## config.mk

```make
export PLATFORM = sky130hd
export DESIGN_NAME = joypad_scanner_flat
export DESIGN_NICKNAME = d
export VERILOG_FILES = /design/src/rtl/joypad_scanner_if.sv /design/src/rtl/joypad_scanner.sv /design/src/flat_wrapper.sv
export SDC_FILE = /design/constraint.sdc
export NUM_CORES = 1
export LEC_CHECK = 0
export BUFFER_PORTS_ARGS = -buffer_cell sky130_fd_sc_hd__buf_2
export CORE_UTILIZATION = 55
export DETAILED_ROUTE_END_ITERATION = 12
export PLACE_DENSITY = 0.83
export SYNTH_ARGS = -nofsm -noshare
export SYNTH_HDL_FRONTEND = slang
export SYNTH_SLANG_ARGS = --single-unit
```

## constraint.sdc

```tcl
create_clock -name Clock -period 2.9 [get_ports Clock]
set_clock_uncertainty 0.1 [all_clocks]
set_input_delay 0.725 -clock Clock [delete_from_list [all_inputs] [get_ports Clock]]
set_output_delay 0.725 -clock Clock [all_outputs]
set_load 0.005 [all_outputs]
```

## src/rtl/joypad_scanner_if.sv

```systemverilog
// Board-button side bundle of the joypad scanner: raw buttons in,
// multiplexed P1 pattern and debounced state out.
interface joypad_scanner_if;
  logic [7:0] iButtons;
  logic [5:0] oP;
  logic [7:0] oButtons;
  logic       oChange;

  modport master (output iButtons, input oP, oButtons, oChange);
  modport slave  (input iButtons, output oP, oButtons, oChange);
endinterface

```

## src/rtl/joypad_scanner.sv

```systemverilog
// Synchronises and debounces 8 active-low buttons and time-multiplexes the direction/button
// groups into the P1 pattern. Define JOYPAD_SOCD_FILTER_EN to cancel opposing directions.
module joypad_scanner #(
  parameter int unsigned CNT_W        = 16,
  parameter int unsigned DEBOUNCE_MAX = 50000,
  parameter int unsigned SCAN_CYCLES  = 1024
) (
  input  logic            Clock,
  input  logic            Reset,
  joypad_scanner_if.slave bus
);

  typedef enum logic [1:0] {S_IDLE, S_DIR, S_BTN} state_t;

  logic [7:0]            sync1_q, sync1_d;
  logic [7:0]            sync2_q, sync2_d;
  logic [7:0]            stable_q, stable_d;
  logic [7:0][CNT_W-1:0] cnt_q, cnt_d;
  logic                  change_q, change_d;
  state_t                state_q, state_d;
  logic [CNT_W-1:0]      scnt_q, scnt_d;
  logic [5:0]            p_q, p_d;

  logic [3:0] dir;
  logic [3:0] btn;
  logic       dir_act;
  logic       btn_act;
  logic       scan_last;

  always_comb begin
    sync1_d  = bus.iButtons;
    sync2_d  = sync1_q;
    stable_d = stable_q;
    change_d = 1'b0;
    cnt_d    = '0;
    for (int unsigned i = 0; i < 8; i++) begin
      if (sync2_q[i] != stable_q[i]) begin
        if (cnt_q[i] == CNT_W'(DEBOUNCE_MAX - 1)) begin
          stable_d[i] = sync2_q[i];
          change_d    = 1'b1;
        end else begin
          cnt_d[i] = cnt_q[i] + CNT_W'(1);
        end
      end
    end
  end

  // Groups come from the registered debounced state so the scan sees pre-update values.
  always_comb begin
    dir = stable_q[3:0];
    btn = stable_q[7:4];
`ifdef JOYPAD_SOCD_FILTER_EN
    if (dir[1:0] == 2'b00) dir[1:0] = 2'b11;
    if (dir[3:2] == 2'b00) dir[3:2] = 2'b11;
`endif
    dir_act   = (dir != 4'hF);
    btn_act   = (btn != 4'hF);
    scan_last = (scnt_q == CNT_W'(SCAN_CYCLES - 1));
  end

  always_comb begin
    state_d = state_q;
    scnt_d  = '0;
    case (state_q)
      S_IDLE: begin
        if (dir_act)      state_d = S_DIR;
        else if (btn_act) state_d = S_BTN;
      end
      S_DIR: begin
        if (!dir_act && !btn_act)     state_d = S_IDLE;
        else if (!dir_act)            state_d = S_BTN;
        else if (scan_last && btn_act) state_d = S_BTN;
        else if (!scan_last)          scnt_d  = scnt_q + CNT_W'(1);
      end
      S_BTN: begin
        if (!dir_act && !btn_act)     state_d = S_IDLE;
        else if (!btn_act)            state_d = S_DIR;
        else if (scan_last && dir_act) state_d = S_DIR;
        else if (!scan_last)          scnt_d  = scnt_q + CNT_W'(1);
      end
      default: state_d = S_IDLE;
    endcase

    // Pattern follows the state being entered, so it lands in step with the state register.
    case (state_d)
      S_DIR:   p_d = {2'b10, dir};
      S_BTN:   p_d = {2'b01, btn};
      default: p_d = 6'h3F;
    endcase
  end

  always_ff @(posedge Clock) begin
    if (!Reset) begin
      sync1_q  <= '1;
      sync2_q  <= '1;
      stable_q <= '1;
      cnt_q    <= '0;
      change_q <= 1'b0;
      state_q  <= S_IDLE;
      scnt_q   <= '0;
      p_q      <= 6'h3F;
    end else begin
      sync1_q  <= sync1_d;
      sync2_q  <= sync2_d;
      stable_q <= stable_d;
      cnt_q    <= cnt_d;
      change_q <= change_d;
      state_q  <= state_d;
      scnt_q   <= scnt_d;
      p_q      <= p_d;
    end
  end

  assign bus.oP       = p_q;
  assign bus.oButtons = stable_q;
  assign bus.oChange  = change_q;

endmodule

```

## src/flat_wrapper.sv

```systemverilog
// flat-port wrapper written by rule: the top's interface ports become plain ports
module joypad_scanner_flat 
#(
  parameter int unsigned CNT_W        = 16,
  parameter int unsigned DEBOUNCE_MAX = 50000,
  parameter int unsigned SCAN_CYCLES  = 1024
)
  (Clock, Reset, bus_iButtons, bus_oP, bus_oButtons, bus_oChange);
  joypad_scanner_if bus_i ();
  input  logic Clock;
  input  logic Reset;
  input wire logic [$bits(bus_i.iButtons)-1:0] bus_iButtons;
  output wire logic [$bits(bus_i.oP)-1:0] bus_oP;
  output wire logic [$bits(bus_i.oButtons)-1:0] bus_oButtons;
  output wire logic [$bits(bus_i.oChange)-1:0] bus_oChange;
  assign bus_i.iButtons = bus_iButtons;
  assign bus_oP = bus_i.oP;
  assign bus_oButtons = bus_i.oButtons;
  assign bus_oChange = bus_i.oChange;
  joypad_scanner #(.CNT_W(CNT_W), .DEBOUNCE_MAX(DEBOUNCE_MAX), .SCAN_CYCLES(SCAN_CYCLES)) u_core (.Clock(Clock), .Reset(Reset), .bus(bus_i));
endmodule
```

==> results.yml <==
hold_path:
  min_path_type: "reg2reg"
floorplanning:
  dieArea_um2: 14000
  io-pin-count: 25
  fp.dieW_um: 118
  core_region_area_um2: 13200
  die_h_um: 118
  num_rows: 42
  start_util_pct: 56.4
route:
  ant_nets: 0
  avgRoutedWirePerCell_um: 13.0
  route.detailed.drc: 0
  drt-initial-drc-count: 426
  vias_per_cell: 5.25
  dr.pass1.iters: 5
  vias: 5530
  drt-total-wl_um: 13700
worst_setup_path:
  crit_path_top_delay_cell: "or4_4"
  critPathArrivalTime_ns: 3.01
  cp_max_fo: 4
  required_ns: 3.10
  crit_type: "reg2reg"
  crit_buf_inv: 0
  worstPathCellList: "or4_1, or4_4, mux2i_1, a211oi_2, or2_1, ha_1, nor2b_2, nand3_1"
  startpoint_type: "register"
  path_delay_family: "simple AND/OR/NAND/NOR gates"
  critical_path.endpoint_type: "register"
  crit_path_max_incr_delay_ns: 0.56
final_layout:
  antenna_cells: 0
  drive_gt1_share_pct: 7.74
  stdcell_area_um2: 8350
  nets: 890
  finish.utilization_pct: 63.3
  fin_cells: 1054
  syn2layout_area_growth_pct: 12.2
clock_tree:
  cts_buffers: 17
  root_buffer: "clkbuf_16"
  cts_sinks: 177
  clk_latency_ns: 0.43
  ctsResizeCount: 0
  cts_tree: "yes"
  htree_levels: 4
  post_cts_buffers: 0
  cts_hold_buf: 0
  path_clk_slew_ns: 0.06
  clock_path_buffers: 2
global_routing:
  grt_pass1_wl_um: 23700
  antenna_found_initial: 0
  grt-ovfl-total: 0
  grt_max_degree: 19
  grt_usage_pct: 20.8
  grt_pass1_vias: 5369
logic_synthesis:
  netlist.area_leader.share_pct: 47.7
  synth_cell_types: 43
  ys_seq_area_share_pct: 47.7
  syn_area_um2: 7440
  syn_nets: 860
  ys_seq_elements: 177
  ys_top_cells_by_area: "dfxtp_1 48%, nor2_1 9.1%, xor2_1 8.6%, xnor2_1 6.8%, nand3_1 3.8%"
  synth_top_area_cell: "dfxtp_1"
  ys_warn_count: 0
  syn_area_per_cell_um2: 8.91
  postSynthCellCount: 835
place:
  io_buffers: 24
  place_congestion: 0.807
  dpl_cell_area_um2: 7730
  place_inst: 1022
  pre_cts_ws_ns: 0.0502
  dp_hpwl_um: 9090
sta:
  fin_crit_sh_pct: 96.6
  fin_crit_ns: 2.80
  timing.hold.ws_ns: 0.307
  drv_slew: 0
  relSlewSlack_pct: 56.4
  worstMarginPinSlew_ns: 0.652
  max_freq_mhz: 357
  layout_setup_ws_ns: 0.0974
  setup_tns_ns: 0
  final-hold-violation-count: 0
  finalSetupViolations: 0
flow_run:
  maxCapViolCount: 0
status:
  status: "completed"
power:
  ir_drop_uv: 384
  p_per_area_nw_per_um2: 578
  p_leak_nw: 2.78
  total_power_mw: 4.82
## flip-flops by register name (all words and copies together) (netlist names)
name,cells
u_core.bus.oButtons,8
u_core.bus.oChange,1
u_core.bus.oP,6
u_core.cnt_q,128
u_core.scnt_q,16
u_core.state_q,2
u_core.sync1_q,8
u_core.sync2_q,8
## final timing paths
path                     startpoint           endpoint  depth (start not counted)  slack, ns
setup / recovery  u_core.scnt_q[12]   u_core.bus.oP[3]                          8        0.1
hold / removal    u_core.sync1_q[3]  u_core.sync2_q[3]                          1       0.31
setup reg to reg  u_core.scnt_q[12]   u_core.bus.oP[3]                          8        0.1
hold reg to reg   u_core.sync1_q[3]  u_core.sync2_q[3]                          1       0.31
## layer usage
metal  vias up  global-route usage [%]  routed length, um  share of wire (%)
li1       2859                       -                  -                  -
met1      2566                    24.8               6320                 46
met2        86                    35.6               6600                 48
met3        19                    5.31                516                3.8
met4         0                    8.25                236                1.7
met5         -                       0                  0                  0
## cell usage after synthesis
master	n
nor2_1	180
dfxtp_1	177
xor2_1	73
nand2_1	60
xnor2_1	58
nand3_1	57
nand4_1	35
inv_1	29
nand2b_1	17
and3_1	15
ha_1	15
nor3_1	15
clkbuf_1	13
mux2i_1	11
and4_1	9
a21oi_1	6
nand3b_1	6
nor4_1	6
nor4b_1	5
or4_1	5
a22oi_1	3
and2_1	3
o21ai_0	3
or3_1	3
a211oi_1	2
a22o_1	2
and4b_1	2
buf_2	2
buf_4	2
nand3_2	2
nand4b_1	2
nor2b_1	2
o221ai_1	2
or2_1	2
or4_4	2
or4b_2	2
and3b_1	1
nor3b_1	1
nor4bb_1	1
o22ai_1	1
o41a_1	1
or2_2	1
or4bb_1	1
## where the power goes
part           switching, mW  internal (mW)
Combinational         0.0317         0.0177
Clock                  0.909           1.41
Sequential           0.00743           2.44
## cell usage in the layout, fill, tap and decap left out, drive strengths merged, types with 3 or more instances in the layout
cell type | synthesis | routed
or2 | 3 | 3
buf | 4 | 28
and2 | 3 | 3
xor2 | 73 | 73
nor3 | 15 | 15
o21ai | 3 | 3
nand4 | 35 | 35
a21oi | 6 | 6
nand2b | 17 | 17
nand2 | 60 | 60
dfxtp | 177 | 177
a22oi | 3 | 3
clkbuf | 13 | 21
ha | 15 | 15
nand3b | 6 | 6
and4 | 9 | 9
or3 | 3 | 3
clkinv | 0 | 6
nor4b | 5 | 5
and3 | 15 | 15
inv | 29 | 29
nor4 | 6 | 6
or4 | 7 | 7
xnor2 | 58 | 58
bufinv | 0 | 3
nor2 | 180 | 180
nand3 | 59 | 59
mux2i | 11 | 11
## kinds of logic after synthesis
| family | count (synthesis) | share of synthesized area (%) |
|---|---|---|
| buffers and inverters | 46 | 2.46 |
| DFF | 177 | 47.7 |
| AOI/OAI and AO/OA | 20 | 1.82 |
| muxes | 11 | 1.48 |
| xor gates and xnor gates | 131 | 15.4 |
| adders and majority gates | 15 | 2.52 |
| and+or+nand+nor | 435 | 28.6 |
## area by class of cell
cell class                      count  area (um2)
Sequential cell                   177        3540
Clock inverter                     11         135
Multi-Input combinational cell    612        3720
Fill cell                        1059        4840
Tap cell                          176         220
Inverter                           29         109
Timing Repair Buffer               28         150
Clock buffer                       21         470
Note: power is estimated with default switching activity, not from simulation.
